$ cat config.mk
export PLATFORM = sky130hd
export DESIGN_NAME = gesture_evt_sched_flat
export DESIGN_NICKNAME = d
export VERILOG_FILES = /design/src/rtl/gesture_pkg.sv /design/src/rtl/gesture_evt_sched_if.sv /design/src/rtl/gest_evt_fifo.sv /design/src/rtl/gesture_evt_sched.sv /design/src/flat_wrapper.sv
export SDC_FILE = /design/constraint.sdc
export NUM_CORES = 1
export LEC_CHECK = 0
export CORE_MARGIN = 2
export CORE_UTILIZATION = 55
export CTS_BUF_LIST = sky130_fd_sc_hd__clkbuf_4 sky130_fd_sc_hd__clkbuf_8
export DETAILED_ROUTE_END_ITERATION = 8
export GPL_TIMING_DRIVEN = 0
export PLACE_DENSITY = 0.84
export SYNTH_ARGS = -nofsm -noshare
export SYNTH_HDL_FRONTEND = slang
export SYNTH_SLANG_ARGS = --single-unit
$ cat constraint.sdc
create_clock -name sys_clk -period 2.7 [get_ports sys_clk]
set_clock_uncertainty 0.05 [all_clocks]
set_input_delay 0.54 -clock sys_clk [delete_from_list [all_inputs] [get_ports sys_clk]]
set_output_delay 0.54 -clock sys_clk [all_outputs]
set_load 0.05 [all_outputs]
$ cat src/rtl/gesture_pkg.sv
// gesture_pkg -- shared types and constants for the gesture event scheduler.
//   state_e        : scheduler FSM states (IDLE / ACTIVE / GAP)
//   code_t         : 2-bit gesture event code, bit index of the gesture bus
//   flags_t        : beep / segment indicator pair driven for one event
//   code_to_flags  : event code -> one-hot indicator decode
//   bit_count4     : number of set bits in a 4-bit vector
//   bit_index4     : index of the set bit in a one-hot 4-bit vector
package gesture_pkg;

    localparam int CODE_W = 2;

    typedef logic [CODE_W-1:0] code_t;

    localparam code_t GEST_UP    = 2'd0;
    localparam code_t GEST_DOWN  = 2'd1;
    localparam code_t GEST_LEFT  = 2'd2;
    localparam code_t GEST_RIGHT = 2'd3;

    typedef enum logic [1:0] {
        IDLE   = 2'd0,
        ACTIVE = 2'd1,
        GAP    = 2'd2
    } state_e;

    typedef struct packed {
        logic [1:0] seg;
        logic [1:0] beep;
    } flags_t;

    // Codes 0/1 drive the beeper, codes 2/3 drive the segment display.
    function automatic flags_t code_to_flags(input code_t code);
        flags_t f;
        f = '0;
        case (code)
            GEST_UP:   f.beep = 2'b01;
            GEST_DOWN: f.beep = 2'b10;
            GEST_LEFT: f.seg  = 2'b01;
            default:   f.seg  = 2'b10;
        endcase
        return f;
    endfunction

    function automatic logic [2:0] bit_count4(input logic [3:0] v);
        return 3'(v[0]) + 3'(v[1]) + 3'(v[2]) + 3'(v[3]);
    endfunction

    // Only meaningful when exactly one bit is set.
    function automatic code_t bit_index4(input logic [3:0] v);
        code_t idx;
        idx = '0;
        for (int i = 0; i < 4; i++) begin
            if (v[i]) begin
                idx = code_t'(i);
            end
        end
        return idx;
    endfunction

endpackage

$ cat src/rtl/gesture_evt_sched_if.sv
// gesture_evt_sched_if -- signal bundle between the gesture front end / indicator
// drivers and the event scheduler.
//   gest_data [7:0] : level-coded gesture bus, only [3:0] used
//   flush           : synchronous queue flush / event abort
//   beep_flag [1:0] : one-hot beep request
//   seg_flag  [1:0] : one-hot segment request
//   busy            : scheduler playing or holding queued events
//   drop            : one-cycle pulse when a gesture edge is discarded
//   evt_cnt   [7:0] : events started, wrapping
// modport master : the side that drives gestures and watches the indicators
// modport slave  : the scheduler itself
interface gesture_evt_sched_if;

    logic [7:0] gest_data;
    logic       flush;
    logic [1:0] beep_flag;
    logic [1:0] seg_flag;
    logic       busy;
    logic       drop;
    logic [7:0] evt_cnt;

    modport master (
        output gest_data,
        output flush,
        input  beep_flag,
        input  seg_flag,
        input  busy,
        input  drop,
        input  evt_cnt
    );

    modport slave (
        input  gest_data,
        input  flush,
        output beep_flag,
        output seg_flag,
        output busy,
        output drop,
        output evt_cnt
    );

endinterface

$ cat src/rtl/gest_evt_fifo.sv
// gest_evt_fifo -- small synchronous FIFO of gesture event codes.
//   clk, rst_n : clock, asynchronous active-low reset
//   clear      : synchronous empty (pointers and count to zero), wins over push/pop
//   push, din  : write request and code; ignored when full unless a pop happens too
//   pop        : read request; ignored when empty
//   dout       : show-ahead head of queue (valid whenever !empty)
//   full/empty : derived from the registered occupancy count
module gest_evt_fifo
    import gesture_pkg::*;
#(
    parameter int DEPTH = 4
) (
    input  logic  clk,
    input  logic  rst_n,
    input  logic  clear,
    input  logic  push,
    input  logic  pop,
    input  code_t din,
    output code_t dout,
    output logic  full,
    output logic  empty
);

    localparam int AW = $clog2(DEPTH);
    localparam logic [AW-1:0] PTR_ONE  = AW'(1);
    localparam logic [AW:0]   CNT_ONE  = (AW + 1)'(1);
    localparam logic [AW:0]   CNT_FULL = (AW + 1)'(DEPTH);

    code_t         mem_q [DEPTH];
    logic [AW-1:0] wr_ptr_q, wr_ptr_d;
    logic [AW-1:0] rd_ptr_q, rd_ptr_d;
    logic [AW:0]   count_q, count_d;
    logic          do_push, do_pop, wr_en;

    assign empty = (count_q == '0);
    assign full  = (count_q == CNT_FULL);
    assign dout  = mem_q[rd_ptr_q];

    always_comb begin
        // NOTE: every variable gets a default before any branch, so no path can
        // leave one unassigned and infer a latch.
        wr_ptr_d = wr_ptr_q;
        rd_ptr_d = rd_ptr_q;
        count_d  = count_q;
        wr_en    = 1'b0;
        do_pop   = pop && !empty;
        // A full queue still accepts a push when the head leaves the same cycle.
        do_push  = push && (!full || do_pop);

        if (clear) begin
            wr_ptr_d = '0;
            rd_ptr_d = '0;
            count_d  = '0;
        end else begin
            if (do_push) begin
                wr_en    = 1'b1;
                wr_ptr_d = wr_ptr_q + PTR_ONE;
            end
            if (do_pop) begin
                rd_ptr_d = rd_ptr_q + PTR_ONE;
            end
            case ({do_push, do_pop})
                2'b10:   count_d = count_q + CNT_ONE;
                2'b01:   count_d = count_q - CNT_ONE;
                default: count_d = count_q;
            endcase
        end
    end

    // NOTE: sequential state uses non-blocking assignments so every flop samples
    // the pre-edge values regardless of statement order.
    always_ff @(posedge clk or negedge rst_n) begin
        if (!rst_n) begin
            wr_ptr_q <= '0;
            rd_ptr_q <= '0;
            count_q  <= '0;
        end else begin
            wr_ptr_q <= wr_ptr_d;
            rd_ptr_q <= rd_ptr_d;
            count_q  <= count_d;
        end
    end

    // NOTE: storage is deliberately not reset; the count guarantees no entry is
    // read before it has been written.
    always_ff @(posedge clk) begin
        if (wr_en) begin
            mem_q[wr_ptr_q] <= din;
        end
    end

endmodule

$ cat src/rtl/gesture_evt_sched.sv
// gesture_evt_sched -- queues single-gesture rising edges from the PAJ7620 gesture
// bus and plays them out one at a time on the beep / segment indicators: each
// event holds its flag for HOLD_CYC cycles, then GAP_CYC quiet cycles follow.
//   sys_clk, sys_rst_n : clock, asynchronous active-low reset
//   bus (slave)        : gest_data/flush in; beep_flag/seg_flag/busy/drop/evt_cnt out
// Parameters: HOLD_CYC >= 1, GAP_CYC >= 1, FIFO_DEPTH power of two >= 2.
module gesture_evt_sched
    import gesture_pkg::*;
#(
    parameter int unsigned HOLD_CYC   = 25_000_000,
    parameter int unsigned GAP_CYC    = 5_000_000,
    parameter int          FIFO_DEPTH = 4
) (
    input  logic                sys_clk,
    input  logic                sys_rst_n,
    gesture_evt_sched_if.slave  bus
);

    localparam logic [31:0] HOLD_LOAD = 32'(HOLD_CYC - 1);
    localparam logic [31:0] GAP_LOAD  = 32'(GAP_CYC - 1);

    // Edge detect
    logic [3:0] gest_q, gest_d;
    logic [3:0] pedge;
    logic [2:0] edge_bits;
    code_t      push_code;
    logic       push;
    logic       drop_q, drop_d;

    // Queue
    logic  fifo_full, fifo_empty;
    code_t fifo_dout;
    logic  pop;

    // Scheduler
    state_e      state_q, state_d;
    logic [31:0] cnt_q, cnt_d;
    flags_t      flags_q, flags_d;
    logic [7:0]  evt_cnt_q, evt_cnt_d;

    // The upper nibble of the gesture bus carries nothing for this block.
    logic unused_gest_hi;
    assign unused_gest_hi = ^bus.gest_data[7:4];

    always_comb begin
        gest_d    = bus.gest_data[3:0];
        pedge     = bus.gest_data[3:0] & ~gest_q;
        edge_bits = bit_count4(pedge);
        push_code = bit_index4(pedge);
        push      = (edge_bits == 3'd1) && !bus.flush;
        // Flush swallows any edge silently; otherwise an ambiguous multi-bit edge
        // or a push into a full queue with no simultaneous pop is reported.
        drop_d    = !bus.flush &&
                    ((edge_bits > 3'd1) || (push && fifo_full && !pop));
    end

    gest_evt_fifo #(
        .DEPTH (FIFO_DEPTH)
    ) u_fifo (
        .clk   (sys_clk),
        .rst_n (sys_rst_n),
        .clear (bus.flush),
        .push  (push),
        .pop   (pop),
        .din   (push_code),
        .dout  (fifo_dout),
        .full  (fifo_full),
        .empty (fifo_empty)
    );

    // FSM state register
    always_ff @(posedge sys_clk or negedge sys_rst_n) begin
        if (!sys_rst_n) begin
            state_q <= IDLE;
        end else begin
            state_q <= state_d;
        end
    end

    // FSM next state
    always_comb begin
        state_d = state_q;
        if (bus.flush) begin
            state_d = IDLE;
        end else begin
            case (state_q)
                IDLE:    if (!fifo_empty)    state_d = ACTIVE;
                ACTIVE:  if (cnt_q == '0)    state_d = GAP;
                GAP:     if (cnt_q == '0)    state_d = IDLE;
                default:                     state_d = IDLE;
            endcase
        end
    end

    // FSM outputs and datapath. The pop decision looks only at the registered
    // FIFO count, so a code pushed this cycle is played no earlier than the next.
    always_comb begin
        pop       = 1'b0;
        cnt_d     = cnt_q;
        flags_d   = flags_q;
        evt_cnt_d = evt_cnt_q;
        if (bus.flush) begin
            cnt_d   = '0;
            flags_d = '0;
        end else begin
            case (state_q)
                IDLE: begin
                    if (!fifo_empty) begin
                        pop       = 1'b1;
                        flags_d   = code_to_flags(fifo_dout);
                        cnt_d     = HOLD_LOAD;
                        evt_cnt_d = evt_cnt_q + 8'd1;
                    end
                end
                ACTIVE: begin
                    if (cnt_q != '0) begin
                        cnt_d = cnt_q - 32'd1;
                    end else begin
                        flags_d = '0;
                        cnt_d   = GAP_LOAD;
                    end
                end
                GAP: begin
                    if (cnt_q != '0) begin
                        cnt_d = cnt_q - 32'd1;
                    end
                end
                default: begin
                    cnt_d   = '0;
                    flags_d = '0;
                end
            endcase
        end
    end

    always_ff @(posedge sys_clk or negedge sys_rst_n) begin
        if (!sys_rst_n) begin
            gest_q    <= '0;
            drop_q    <= 1'b0;
            cnt_q     <= '0;
            flags_q   <= '0;
            evt_cnt_q <= '0;
        end else begin
            gest_q    <= gest_d;
            drop_q    <= drop_d;
            cnt_q     <= cnt_d;
            flags_q   <= flags_d;
            evt_cnt_q <= evt_cnt_d;
        end
    end

    assign bus.beep_flag = flags_q.beep;
    assign bus.seg_flag  = flags_q.seg;
    assign bus.drop      = drop_q;
    assign bus.evt_cnt   = evt_cnt_q;
    assign bus.busy      = (state_q != IDLE) || !fifo_empty;

endmodule

$ cat src/flat_wrapper.sv
// flat-port wrapper written by rule: the top's interface ports become plain ports
module gesture_evt_sched_flat import gesture_pkg::*;
#(
    parameter int unsigned HOLD_CYC   = 25_000_000,
    parameter int unsigned GAP_CYC    = 5_000_000,
    parameter int          FIFO_DEPTH = 4
)
  (sys_clk, sys_rst_n, bus_gest_data, bus_flush, bus_beep_flag, bus_seg_flag, bus_busy, bus_drop, bus_evt_cnt);
  gesture_evt_sched_if bus_i ();
  input  logic sys_clk;
  input  logic sys_rst_n;
  input wire logic [$bits(bus_i.gest_data)-1:0] bus_gest_data;
  input wire logic [$bits(bus_i.flush)-1:0] bus_flush;
  output wire logic [$bits(bus_i.beep_flag)-1:0] bus_beep_flag;
  output wire logic [$bits(bus_i.seg_flag)-1:0] bus_seg_flag;
  output wire logic [$bits(bus_i.busy)-1:0] bus_busy;
  output wire logic [$bits(bus_i.drop)-1:0] bus_drop;
  output wire logic [$bits(bus_i.evt_cnt)-1:0] bus_evt_cnt;
  assign bus_i.gest_data = bus_gest_data;
  assign bus_i.flush = bus_flush;
  assign bus_beep_flag = bus_i.beep_flag;
  assign bus_seg_flag = bus_i.seg_flag;
  assign bus_busy = bus_i.busy;
  assign bus_drop = bus_i.drop;
  assign bus_evt_cnt = bus_i.evt_cnt;
  gesture_evt_sched #(.HOLD_CYC(HOLD_CYC), .GAP_CYC(GAP_CYC), .FIFO_DEPTH(FIFO_DEPTH)) u_core (.sys_clk(sys_clk), .sys_rst_n(sys_rst_n), .bus(bus_i));
endmodule
==> impl_metrics.yaml <==
timing:
  layout_worst_path_cycle_share_pct: 101.0
  fmax_mhz: 366.7
  min_period_ns: 2.727
  setup_viols_final: 10
  max_slew.worst_pin.slew_ns: 1.019
  maxSlewViolCount: 0
  worst_relative_slew_slack_pct: 31.75
  finalHoldViolations: 0
  finalHoldWorstSlack_ns: 0.1123
  setup_repair_after_global_routing_missed_its_margin: "yes"
  layout_setup_ws_ns: -0.02667
logic_synthesis:
  synth_edf_count: 8
  syn_inst: 414
  synth_cell_types: 69
  synth_seq_area_share_pct: 42.05
  syn-num-nets: 437
  synth-seq-cells: 66
  synth.avg_cell_area_sq_um: 9.716
  ys.flop_type: "dfrtp_1"
  synth.cell_area_sq_um: 4023
  synth_warnings: 0
  ys_async_rst_share_pct: 87.88
finish:
  areaGrowthSynthToFinish_pct: 21.65
  layout.nets: 487
  layout.cell_area.non_filler_sq_um: 4893
  post_route_cells_drive_above_1_share_pct: 21.32
  antenna_cells_inserted: 0
  layout.filler_cells: 519
power:
  p_clk_share_pct: 17.6
  power_density_cells_nw_per_um2: 978.6
  power.net_switching_mw: 2.238
  power.ir.vdd_worst_uv: 385.1
  cell_internal_pwr_mw: 2.550
  p_sw_share_pct: 46.74
  power_leakage_nw: 1.970
  comb_power_share_pct: 49.9
  post-layout-total-power_mw: 4.789
  power.sequential.fraction_pct: 32.5
grt:
  track_usage_pct: 28.18
  globalRoute.totalOverflow: 0
  number_of_antenna_violations_at_the_first_check_in_global_routing: 0
  largest_net_degree_at_the_start_of_global_routing: 37
  grt_first_pass_wirelength_um: 17150
  grt_pass1_vias: 3446
place:
  place.port_buffers: 20
  gp_congestion: 0.9424
  placement.cell_area_sq_um: 4422
  detailedPlacementHpwl_um: 7472
drt:
  vias_per_cell: 6.662
  vias: 3784
  drt_first_pass_iters: 5
  finalWirelength_um: 11060
  detail_route.drc_violations: 0
  detailedRoute.firstIterationViolations: 390
  routed_wire_length_per_instance_um: 19.48
  drtAntennaViolNets: 0
die:
  floorplan.initialDensity_pct: 56.06
  pin_count: 25
  placement_rows: 31
  chipWidth_um: 89.52
  die_outline_area_sq_um: 8014
  coreArea_sq_um: 7176
  die_h_um: 89.52
setup_path:
  start_kind: "flop"
  worst-endpoint-arrival_ns: 2.76
  critPathKind: "reg2reg"
  timing.critical_path.required_ns: 2.73
  critical_path.reg2reg.endpoint: "u_core.u_fifo.mem_q[2][1]$_DFFE_PP_"
  reg2reg_slack_ns: -0.03
  ff2ff_path_depth: 8
  cp_max_fo: 6
  r2r-start: "u_core.gest_q[1]$_DFF_PN0_"
  end_kind: "flop"
worst_hold_path:
  worst_hold_path_type: "in2async"
clocking:
  clock_tree.root_cell: "clkbuf_8"
  cts_buffer_depth: 2
  cts_made_buffers: 9
  cts-hold-fix-buffers: 0
  clk_transition_reported_paths_ns: 0.08
  ctsHtreeMaxLevel: 3
  clock_net_sink_count: 66
  clk_latency_ns: 0.36
  tritoncts: "built"
run:
  drv.max_cap_violation_count: 0
status:
  failed_checks: "setup timing"
  outcome: "complete, but fails checks"
==> power by group through the flow <==
stage | combinational, mW | sequential (mW) | clock [mW]
final | 2.39 | 1.55 | 0.843
after global routing | 2.56 | 1.59 | 0.896
after CTS | 2.18 | 1.53 | 0.848
after detailed placement | 2.13 | 1.55 | 0
after global placement | 2.08 | 1.53 | 0
after floorplan | 1.43 | 1.66 | 0
==> worst max-delay path, stage by stage, from the launching register on <==
cell and delay [ns]:
dfrtp_1 0.40, nor2b_4 0.14, ha_4 0.21, inv_2 0.05
fa_2 0.44, or4_4 0.58, buf_6 0.15, a31oi_4 0.24
and2_4 0.20
==> worst max-delay path by stage <==
stage                                from                                     to  slack (ns)  cells after the start
2_1_floorplan            bus_gest_data[0]   u_core.u_fifo.count_q[2]$_DFFE_PN0P_       -0.22                     13
3_3_place_gp                    sys_rst_n  u_core.u_fifo.wr_ptr_q[0]$_DFFE_PN0P_       -0.88                      1
3_5_place_dp             bus_gest_data[1]   u_core.u_fifo.count_q[2]$_DFFE_PN0P_       -0.85                     14
4_1_cts        u_core.gest_q[1]$_DFF_PN0_   u_core.u_fifo.count_q[2]$_DFFE_PN0P_       -0.24                     13
5_1_grt        u_core.gest_q[1]$_DFF_PN0_    u_core.u_fifo.mem_q[2][0]$_DFFE_PP_       -0.11                     10
6_report       u_core.gest_q[1]$_DFF_PN0_    u_core.u_fifo.mem_q[2][1]$_DFFE_PP_       -0.03                      8
==> final cells by class <==
cell class | instances | area (sq um) | area share, %
Timing Repair Buffer | 40 | 370.4 | 7.568
Buffer | 19 | 90.09 | 1.841
Inverter | 18 | 67.56 | 1.381
Clock buffer | 9 | 123.9 | 2.531
Multi-Input combinational cell | 310 | 2357 | 48.17
Clock inverter | 7 | 68.82 | 1.406
Tap cell | 99 | 123.9 | 2.531
Sequential cell | 66 | 1692 | 34.57
==> stage by stage <==
step                      setup slack [ns]  instances  utilization (%)  TNS [ns]
after floorplan                    -0.2225        414                -    -1.802
after global placement             -0.8752        533            61.41    -65.27
after detailed placement           -0.8468        534            61.62    -16.02
after CTS                          -0.2409        561            66.05    -2.085
after global routing               -0.1113        568            68.20    -1.099
final                             -0.02667        568            68.20   -0.2015
==> metal layers <==
layer  GRT usage, %  vias to the layer above  share of wire, %
met1          38.20                     1823                41
met3          7.110                       54               8.6
met5              0                        -                 0
met4          13.57                        0               3.7
met2          42.22                      221                47
li1               -                     1686                 -
==> what timing repair did <==
action | CTS | global route
setup buffers | 11 | 8
setup endpoints to repair | 40 | 34
resized for setup | 25 | 21
pin swaps | 10 | 13
==> sequential cells by signal (all words and copies together) (netlist names) <==
name / count
u_core.state_q: 2
u_core.cnt_q: 32
u_core.u_fifo.mem_q: 8
u_core.bus.seg_flag: 2
u_core.bus.beep_flag: 2
u_core.u_fifo.rd_ptr_q: 2
u_core.u_fifo.wr_ptr_q: 2
u_core.bus.drop: 1
u_core.bus.evt_cnt: 8
u_core.gest_q: 4
u_core.u_fifo.count_q: 3
==> cells in the mapped netlist, types with 10 or more instances <==
cell type,n,area (sq um)
dfrtp_1,58,1451
nand2_1,33,123.9
nor2_1,25,93.84
a21oi_1,22,110.1
a31oi_1,21,131.4
nand3_1,19,95.09
inv_1,18,67.56
nor3_1,18,90.09
clkbuf_1,14,52.55
or3_1,12,75.07
ha_1,10,125.1
==> layout by cell type (no fill, tap or decap), types with 14 or more instances in the layout <==
master	synthesis	routed
nor2_1	25	22
buf_4	0	15
nor3_1	18	14
nand2_1	33	30
a31oi_1	21	20
inv_1	18	16
a21oi_1	22	22
nand3_1	19	17
clkdlybuf4s50_1	0	14
dfrtp_1	58	58
==> kinds of logic (layout without fill, tap and decap cells) <==
family	Yosys count	in the layout	share of synthesized area (%)
flip-flops	66	66	42.05
buffers and inverters	38	93	3.981
AO/OA/AOI/OAI	106	106	18.51
XOR/XNOR	10	10	2.177
multiplexers	6	6	2.488
AND/OR/NAND/NOR	176	176	26.69
adder cells (fa/ha/maj)	12	12	4.106
Power figures use the tool's default switching activity.
